$ cat config.mk
export PLATFORM = sky130hd
export DESIGN_NAME = router_ingress
export DESIGN_NICKNAME = d
export VERILOG_FILES = /design/src/rtl/router_pkg.sv /design/src/rtl/router_ingress_fsm.sv /design/src/rtl/router_ingress.sv
export SDC_FILE = /design/constraint.sdc
export NUM_CORES = 1
export LEC_CHECK = 0
export CAP_MARGIN = 5
export CORE_MARGIN = 2
export CORE_UTILIZATION = 30
export DETAILED_ROUTE_END_ITERATION = 6
export PLACE_DENSITY = 0.55
export RECOVER_POWER = 50
export SETUP_SLACK_MARGIN = 0.3
export SYNTH_ARGS = -nofsm -noshare
export SYNTH_HDL_FRONTEND = slang
export SYNTH_SLANG_ARGS = --single-unit
export TNS_END_PERCENT = 50
$ cat constraint.sdc
create_clock -name clk -period 2.2 [get_ports clk]
set_clock_uncertainty 0.1 [all_clocks]
set_input_delay 0.33 -clock clk [delete_from_list [all_inputs] [get_ports clk]]
set_output_delay 0.33 -clock clk [all_outputs]
set_load 0.02 [all_outputs]
$ cat src/rtl/router_pkg.sv
// Shared types and header field layout for the router ingress slice.
package router_pkg;

   localparam int unsigned DW           = 8;
   localparam int unsigned HDR_ADDR_LSB = 0;
   localparam int unsigned HDR_ADDR_MSB = 1;
   localparam int unsigned HDR_LEN_LSB  = 2;
   localparam int unsigned HDR_LEN_MSB  = 7;
   localparam int unsigned ADDR_W       = HDR_ADDR_MSB - HDR_ADDR_LSB + 1;
   localparam int unsigned LEN_W        = HDR_LEN_MSB - HDR_LEN_LSB + 1;

   typedef enum logic [2:0] {
      IDLE,
      PAYLOAD,
      PARITY,
      FLUSH,
      DROP
   } state_t;

   function automatic logic [ADDR_W-1:0] hdr_addr(input logic [DW-1:0] hdr);
      return hdr[HDR_ADDR_MSB:HDR_ADDR_LSB];
   endfunction

   function automatic logic [LEN_W-1:0] hdr_len(input logic [DW-1:0] hdr);
      return hdr[HDR_LEN_MSB:HDR_LEN_LSB];
   endfunction

endpackage

$ cat src/rtl/router_ingress_fsm.sv
// Packet framing state machine: tracks header/payload/parity position and
// the remaining payload count; pulses parity_done when a packet completes.
module router_ingress_fsm
   import router_pkg::*;
#(
   parameter int unsigned NUM_PORTS = 3
) (
   input  logic          clk,
   input  logic          rstn,
   input  logic          accept,
   input  logic [DW-1:0] data_in,
   input  logic          wr_any,
   output state_t        state,
   output logic          parity_done
);

   logic [LEN_W-1:0] rem;
   logic [LEN_W-1:0] len;
   logic             dest_ok;

   always_comb begin
      len     = hdr_len(data_in);
      dest_ok = 32'(hdr_addr(data_in)) < NUM_PORTS;
   end

   always_ff @(posedge clk or negedge rstn) begin
      if (!rstn) begin
         state       <= IDLE;
         rem         <= '0;
         parity_done <= 1'b0;
      end else begin
         parity_done <= 1'b0;
         unique case (state)
            IDLE: begin
               if (accept) begin
                  rem <= len;
                  if (!dest_ok)
                     state <= DROP;
                  else if (len == '0)
                     state <= PARITY;
                  else
                     state <= PAYLOAD;
               end
            end
            PAYLOAD: begin
               if (accept) begin
                  if (rem != '0)
                     rem <= rem - 1'b1;
                  if (rem <= LEN_W'(1))
                     state <= PARITY;
               end
            end
            PARITY: begin
               if (accept)
                  state <= FLUSH;
            end
            FLUSH: begin
               if (wr_any) begin
                  parity_done <= 1'b1;
                  state       <= IDLE;
               end
            end
            DROP: begin
               // rem counts payload bytes still to drop; rem==0 means this is the parity byte
               if (accept) begin
                  if (rem == '0) begin
                     parity_done <= 1'b1;
                     state       <= IDLE;
                  end else begin
                     rem <= rem - 1'b1;
                  end
               end
            end
            default: state <= IDLE;
         endcase
      end
   end

endmodule

$ cat src/rtl/router_ingress.sv
// Router ingress: hold register, FIFO write steering, source stall and
// packet parity check in front of the per-port router FIFOs.
module router_ingress
   import router_pkg::*;
#(
   parameter int unsigned NUM_PORTS = 3,
   parameter int unsigned DW        = 8
) (
   input  logic                 clk,
   input  logic                 rstn,
   input  logic                 pkt_valid,
   input  logic [DW-1:0]        data_in,
   input  logic [NUM_PORTS-1:0] fifo_full,
   output logic                 busy,
   output logic [NUM_PORTS-1:0] wr_en,
   output logic [DW-1:0]        dout,
   output logic                 lfd,
   output logic                 err,
   output logic                 parity_done
);

   state_t              state;
   logic                hold_valid;
   logic                hdr_flag;
   logic                err_pend;
   logic [ADDR_W-1:0]   dest;
   logic [DW-1:0]       par_acc;
   logic                full_sel;
   logic                accept;
   logic                wr_any;
   logic                load;
   logic                dest_ok;

   always_comb begin
      full_sel = 1'b0;
      wr_en    = '0;
      // dest may name a nonexistent port while dropping; such a dest matches nothing
      for (int unsigned i = 0; i < NUM_PORTS; i++) begin
         if (dest == ADDR_W'(i)) begin
            full_sel = fifo_full[i];
            wr_en[i] = hold_valid & ~fifo_full[i];
         end
      end
      wr_any  = |wr_en;
      busy    = (state == FLUSH) | (hold_valid & full_sel);
      accept  = pkt_valid & ~busy;
      lfd     = wr_any & hdr_flag;
      dest_ok = 32'(hdr_addr(data_in)) < NUM_PORTS;
      load    = accept & (((state == IDLE) & dest_ok) |
                          (state == PAYLOAD) | (state == PARITY));
   end

   router_ingress_fsm #(
      .NUM_PORTS(NUM_PORTS)
   ) u_fsm (
      .clk         (clk),
      .rstn        (rstn),
      .accept      (accept),
      .data_in     (data_in),
      .wr_any      (wr_any),
      .state       (state),
      .parity_done (parity_done)
   );

   always_ff @(posedge clk or negedge rstn) begin
      if (!rstn) begin
         hold_valid <= 1'b0;
         hdr_flag   <= 1'b0;
         dout       <= '0;
         dest       <= '0;
         par_acc    <= '0;
         err_pend   <= 1'b0;
         err        <= 1'b0;
      end else begin
         if (load) begin
            dout       <= data_in;
            hold_valid <= 1'b1;
         end else if (wr_any) begin
            hold_valid <= 1'b0;
         end

         if (load && state == IDLE)
            hdr_flag <= 1'b1;
         else if (wr_any)
            hdr_flag <= 1'b0;

         if (accept && state == IDLE) begin
            dest    <= hdr_addr(data_in);
            par_acc <= data_in;
            err     <= 1'b0;
         end

         if (accept && state == PAYLOAD)
            par_acc <= par_acc ^ data_in;

         if (accept && state == PARITY)
            err_pend <= (data_in != par_acc);

         if (state == FLUSH && wr_any)
            err <= err_pend;
      end
   end

endmodule

==> summary.md, run 1 <==
| Metric | Value |
|---|---|
| Pwr per Cell Area | 1430 mW/mm² |
| Synthesized net count | 203 |
| Critical Path AT | 1520 ps |
| Crit path kind | reg2out |
| Mapped Area | 0.00187 mm² |
| Metal2 WL | 2.23 mm |
| Slew Viols, Final | 0 |
| Leakage | 0.00112 µW |
| Die W | 83.0 µm |
| Ys async rst share | 100% |
| Wl on met1 | 2.27 mm |
| Final Setup Violations | 0 |
| CP endpoint kind | output pin |
| Outcome | complete, no violations |
| CP Cell Sequence | mux2i_2, mux2i_1, nor2b_1, and2_1, buf_4 |
| GR Overflow Total | 0 |
| CTS clk-pin slew, worst paths | 70 ps |
| CTS buffer count | 5 |
| Overall Global Routing Usage | 14.0% |
| Vias per cell | 5.24 |
| Syn avg cell area | 10.1 µm² |
| DR WL met3 | 210 µm |
| Htree depth | 2 |
| Sequential share of the synthesized area | 42.7% |
| Max-cap violations | 0 |
| CP max-delay cell | dfrtp_2 |
| Finished Layout Cells | 320 |
| # hold bufs at CTS | 0 |
| Antenna violations before repair | 0 |
| Peak VDD IR | 0.000752 V |
| EDFF count, synth | 0 |
| Area occupied by registers | 802 µm² |
| Clk buf depth | 2 |
| Number of antenna diodes | 0 |
| Area of the multi-input gates | 0.00111 mm² |
| Nets | 261 |
| First-pass GRT wire length | 7.85 mm |
| Worst slew pin tran | 830 ps |
| Placed Instances | 306 |
| CP required | 1770 ps |
| Vias in the first global route | 1596 |
| Total power | 3850 µW |
| Fillcell total | 588 |
| RSZ-0062 raised after global routing | yes |
| Die Y | 83.0 µm |
| Crit-path leading delay family | flip-flops |
| Area growth syn-to-layout | 43.9% |
| Initial core utilization | 31.3% |
| Dominant synthesized flop cell | dfrtp_1 |
| Reg-to-reg slack, setup | 280 ps |
| Critical path launch point type | flop |
| Clock latency on the worst-skew pair | 290 ps |
| Hpwl dp | 3.27 mm |
| DR WL/cell | 14.9 µm |
| Slew margin rel. | 44.6% |
| Core Area | 0.00599 mm² |
| WP buf/inv | 1 |
| Minimum clock period | 1950 ps |
| Share of cells above drive strength 1 | 33.5% |
| Yosys warning count | 0 |
| Routed Antenna Nets | 0 |
| Largest net degree at the start of global routing | 33 |
| Drt pass-1 iters | 4 |
| I/O Buffers | 28 |
| Fin. Hold Viols | 0 |
| Worst min path class | reg2reg |
| Final Wtd Congestion | 0.832 |
| DR iter-0 viols | 69 |
| Max Clk Rate | 514 MHz |
| # clock sinks | 32 |
| Max incr delay on CP | 420 ps |
| Final Core Density | 45.0% |
| Die ar. | 0.00690 mm² |
| Via count | 1677 |
| Final Cycle Share | 88.5% |
| Worst-path fanout max | 6 |
| Netlist cell types | 52 |
| Site row count | 28 |
| CTS root buf | clkbuf_8 |
| Hold_ws | 404 ps |
| Final WL | 4.76 mm |
| Top Metal Used | met4 |
| Total I/O pin count | 29 |
| CTS tree | yes |
| Synth Register Bits | 32 |
| Cells after Synth | 186 |
| # DRC | 0 |
[layer usage]
layer	global-route usage [%]	vias to the layer above
met3	3.58	5
met5	0	-
met2	21.3	41
met1	19.4	823
li1	-	808
met4	4.62	0
[cells in the mapped netlist, types with 2 or more instances]
cell type / n / area (µm²)
dfrtp_1: 32 / 801
a21oi_1: 20 / 100
nor2_1: 19 / 71.3
mux2_2: 10 / 113
nand2_1: 10 / 37.5
o21ai_0: 9 / 45.0
xor2_1: 8 / 70.1
a311oi_2: 7 / 105
inv_1: 7 / 26.3
nor3_1: 5 / 25.0
clkbuf_1: 4 / 15.0
ha_1: 3 / 37.5
mux2i_1: 3 / 30.0
nand3_1: 3 / 15.0
nor4_1: 3 / 18.8
o31ai_1: 3 / 22.5
a2bb2oi_1: 2 / 17.5
buf_2: 2 / 10.0
nor2b_1: 2 / 12.5
or3_1: 2 / 12.5
[sequential cells by signal, summed over array words and instances (netlist names)]
register	flops
err	1
u_fsm.rem	6
hold_valid	1
dout	8
err_pend	1
hdr_flag	1
par_acc	8
u_fsm.state	3
u_fsm.parity_done	1
dest	2
[per-stage QoR]
step	setup slack (ps)	TNS [ps]	cell area, µm²
final	253	0	2700
after global routing	149	0	2700
after CTS	120	0	2530
after detailed placement	-187	-285	2410
after global placement	-151	-235	2410
after floorplan	371	0	1870
[cells by family (layout without fill, tap and decap cells)]
| group | after synthesis | count (layout) | synth area share [%] |
|---|---|---|---|
| AO/OA/AOI/OAI | 58 | 58 | 23.8 |
| XOR/XNOR | 9 | 9 | 4.21 |
| adder cells (fa/ha/maj) | 3 | 3 | 2.00 |
| buffers and inverters | 15 | 74 | 3.54 |
| flip-flops | 32 | 32 | 42.7 |
| multiplexers | 14 | 14 | 8.34 |
| AND/OR/NAND/NOR | 55 | 55 | 15.4 |
[where the power goes]
| part | internal [µW] | switching [µW] |
|---|---|---|
| logic | 1040 | 1040 |
| clock network | 400 | 244 |
| registers | 860 | 275 |
| total | 2300 | 1550 |
[final cells by class]
class	count	area share, %
clock buffer	7	3.57
clock inverter	1	1.11
inverter	7	0.974
multi-input combinational	139	41.3
sequential	32	29.7
tap	75	3.48
timing repair buffer	59	19.9
[final timing paths]
kind | endpoint | cells after the start | startpoint
worst max-delay path | lfd | 5 | dest[0]$_DFFE_PN0P_
worst min-delay path | dout[3]$_DFFE_PN0P_ | 1 | dout[3]$_DFFE_PN0P_
worst max register to register | par_acc[3]$_DFFE_PN0P_ | 7 | dest[0]$_DFFE_PN0P_
worst min register to register | dout[3]$_DFFE_PN0P_ | 1 | dout[3]$_DFFE_PN0P_
max in group asynchronous | dest[0]$_DFFE_PN0P_ | 2 | rstn
min in group asynchronous | u_fsm.parity_done$_DFF_PN0_ | 2 | rstn
[timing repair]
item | CTS | global route
endpoints found under the setup margin | 13 | 28
gates cloned | 0 | 1
setup buffers | 0 | 5
gates resized for setup | 17 | 32
pin swaps | 0 | 6
[placed cells by master, fill, tap and decap left out, types with 7 or more instances in the layout]
cell             instances
clkbuf_8                 7
buf_4                   24
xor2_1                   8
inv_1                    7
o21ai_0                  7
a311oi_2                 8
nor2_1                  18
nand2_1                  9
dlygate4sd3_1            8
dfrtp_1                 31
mux2_2                   9
clkdlybuf4s50_1         14
a21oi_1                 15
(Power assumes the default switching activity.)
==> run 2: changes to the inputs <==
--- a/config.mk
+++ b/config.mk
@@ -12,7 +12,7 @@
 export PLACE_DENSITY = 0.55
 export RECOVER_POWER = 50
 export SETUP_SLACK_MARGIN = 0.3
+export SLEW_MARGIN = 10
 export SYNTH_ARGS = -nofsm -noshare
 export SYNTH_HDL_FRONTEND = slang
 export SYNTH_SLANG_ARGS = --single-unit
-export TNS_END_PERCENT = 50
==> run 2 against run 1 <==
Compared with the run above: sequential share of layout area decreased by 0.62 points; fmax about the same; via count decreased by 0.12%; total power increased by 2.2%; worst hold slack got worse by 0.83 ps; largest cell class unchanged; highest routed layer unchanged.
==> summary.md, run 2 (synthesis gave the netlist of run 1 again) <==
| Metric | Value |
|---|---|
| Outcome | complete, no violations |
| Placed inst area | 0.00241 mm² |
| Critical path launch point type | flop |
| Slew Viols, Final | 0 |
| Site row count | 28 |
| Reg power frac | 29.1% |
| Slew margin rel. | 44.9% |
| Final Cycle Share | 88.4% |
| Max incr delay on CP | 420 ps |
| Share of cells above drive strength 1 | 37.8% |
| Reg-to-reg critical path startpoint | dest[0]$_DFFE_PN0P_ |
| Most frequent cells in the layout | 31 x dfrtp_1, 25 x buf_4, 14 x nor2_1 |
| Final Wtd Congestion | 0.832 |
| Post-route cell area | 0.00275 mm² |
| Sw Ratio | 40.2% |
| Switching Power | 1590 µW |
| Critical Path AT | 1520 ps |
| Clk buf depth | 2 |
| Final Core Density | 46.0% |
| Die ar. | 0.00690 mm² |
| Number of cells on the critical path | 5 |
| First-pass GRT wire length | 7.85 mm |
| Area occupied by registers | 802 µm² |
| Final WL | 4.87 mm |
| Area of the multi-input gates | 0.00115 mm² |
| Pint | 2350 µW |
| CP Cell Sequence | mux2i_2, mux2i_1, nor2b_1, and2_1, buf_4 |
| CP required | 1770 ps |
| WHS Endpoint | dout[3]$_DFFE_PN0P_ |
| CP endpoint kind | output pin |
| Worst min path class | reg2reg |
| DR WL/cell | 15.2 µm |
| CTS tree | yes |
| DR iter-0 viols | 125 |
| GR Overflow Total | 0 |
| Antenna violations before repair | 0 |
| CTS clk-pin slew, worst paths | 70 ps |
| Hpwl dp | 3.27 mm |
| Worst slew pin tran | 827 ps |
| Die Y | 83.0 µm |
| Setup ws final | 254 ps |
| Area growth syn-to-layout | 46.9% |
| Fin. Hold Viols | 0 |
| Worst-path fanout max | 6 |
| Worst Hold Launch | dout[3]$_DFFE_PN0P_ |
| Vias per cell | 5.22 |
| CP max-delay cell | dfrtp_2 |
| Die W | 83.0 µm |
| # DRC | 0 |
| WP buf/inv | 1 |
| Vias in the first global route | 1596 |
| RSZ-0062 raised after global routing | yes |
| Worst-case reg-to-reg path depth | 7 |
| Core Area | 0.00599 mm² |
| Final Setup Violations | 0 |
| Peak VDD IR | 0.000752 V |
| CTS root buf | clkbuf_8 |
| Number of antenna diodes | 0 |
| Commonest non-fill, non-tap cell in the layout | dfrtp_1 |
| Via count | 1675 |
| Routed Antenna Nets | 0 |
| Clock latency on the worst-skew pair | 290 ps |
| Overall Global Routing Usage | 14.0% |
| Minimum clock period | 1950 ps |
| Htree depth | 2 |
| Largest regs | dout x8, par_acc x8, u_fsm.rem x6 |
| # clock sinks | 32 |
| Post-place setup slack | -187 ps |
| Crit-path leading delay family | flip-flops |
| Gate power share | 54.8% |
| Reg-to-reg slack, setup | 270 ps |
| R2r endpoint | par_acc[3]$_DFFE_PN0P_ |
| CTS buffer count | 5 |
| Drt pass-1 iters | 4 |
| Clock power share | 16.1% |
| I/O Buffers | 28 |
| Initial core utilization | 31.3% |
| Nets | 262 |
| Total power | 3940 µW |
| Max Clk Rate | 514 MHz |
| Fin Setup TNS | 0 ps |
| Total I/O pin count | 29 |
| Max-cap violations | 0 |
| Crit path kind | reg2out |
| Fillcell total | 583 |
| Worst hold stages | 1 |
| Pwr per Cell Area | 1430 mW/mm² |
| Largest net degree at the start of global routing | 33 |
| Leakage | 0.00115 µW |
run 2: changes by cell type in the layout (fill, tap and decap cells not counted), sizes merged:
cell,previous run,this run
buf,32,34
dlymetal6s2s,1,2
clkdlybuf4s50,14,13
clkdlybuf4s15,2,1
run 2: worst max path at each step:
| stage | slack, ps | startpoint | end |
|---|---|---|---|
| floorplan | 370 | dest[0]$_DFFE_PN0P_ | dout[0]$_DFFE_PN0P_ |
| global route | 160 | dest[0]$_DFFE_PN0P_ | lfd |
| global placement | -150 | fifo_full[0] | lfd |
| detailed placement | -190 | fifo_full[0] | lfd |
| finish | 250 | dest[0]$_DFFE_PN0P_ | lfd |
| CTS | 120 | dest[0]$_DFFE_PN0P_ | lfd |
run 2: worst reg2reg max path, delay by kind of cell, from the launching register on:
family                 cells  cell delay (ps)
AND/OR/NAND/NOR            2              290
AO/OA/AOI/OAI              2              570
flip-flops                 1              450
multiplexers               1              170
buffers and inverters      2              250
run 2: cell type report:
| cell class | count | area share (%) |
|---|---|---|
| Timing Repair Buffer | 60 | 20.2 |
| Sequential cell | 32 | 29.1 |
| Inverter | 7 | 0.954 |
| Clock buffer | 7 | 3.50 |
| Tap cell | 75 | 3.41 |
| Multi-Input combinational cell | 139 | 41.8 |
| Clock inverter | 1 | 1.09 |
run 2: per-stage QoR:
step | std cells | hold WS [ps]
floorplan | 186 | -65.6
global placement | 306 | 388
detailed placement | 306 | 397
CTS | 314 | 370
global route | 321 | 425
finish | 321 | 403
run 2: per-layer routing:
| layer | global-route usage (%) | part of all wire [%] | routed length (µm) |
|---|---|---|---|
| met1 | 19.4 | 48 | 2350 |
| met2 | 21.3 | 47 | 2290 |
| met3 | 3.58 | 3.7 | 182 |
| met4 | 4.62 | 0.92 | 45 |
| met5 | 0 | 0 | 0 |
run 2: power groups by stage:
stage	combinational [µW]	sequential [µW]	clock, µW
floorplan	1090	1180	0
global placement	1850	1120	0
detailed placement	1870	1120	0
CTS	1850	1120	647
global route	2360	1190	675
finish	2160	1150	636
run 2: timing repair:
item / 4_1_cts / 5_1_grt
gates resized for setup: 17 / 50
hold buffers: 0 / 0
setup buffers: 0 / 6
pin swaps: 0 / 13
gates cloned: 0 / 1
setup endpoints to repair: 13 / 28
==> run 3: changes to the inputs <==
--- a/config.mk
+++ b/config.mk
@@ -9,6 +9,7 @@
 export CORE_MARGIN = 2
 export CORE_UTILIZATION = 30
 export DETAILED_ROUTE_END_ITERATION = 6
+export GPL_ROUTABILITY_DRIVEN = 0
 export PLACE_DENSITY = 0.55
 export RECOVER_POWER = 50
 export SETUP_SLACK_MARGIN = 0.3
==> results of run 3 <==
The final DEF is identical to that of run 2; final timing and power are the same.
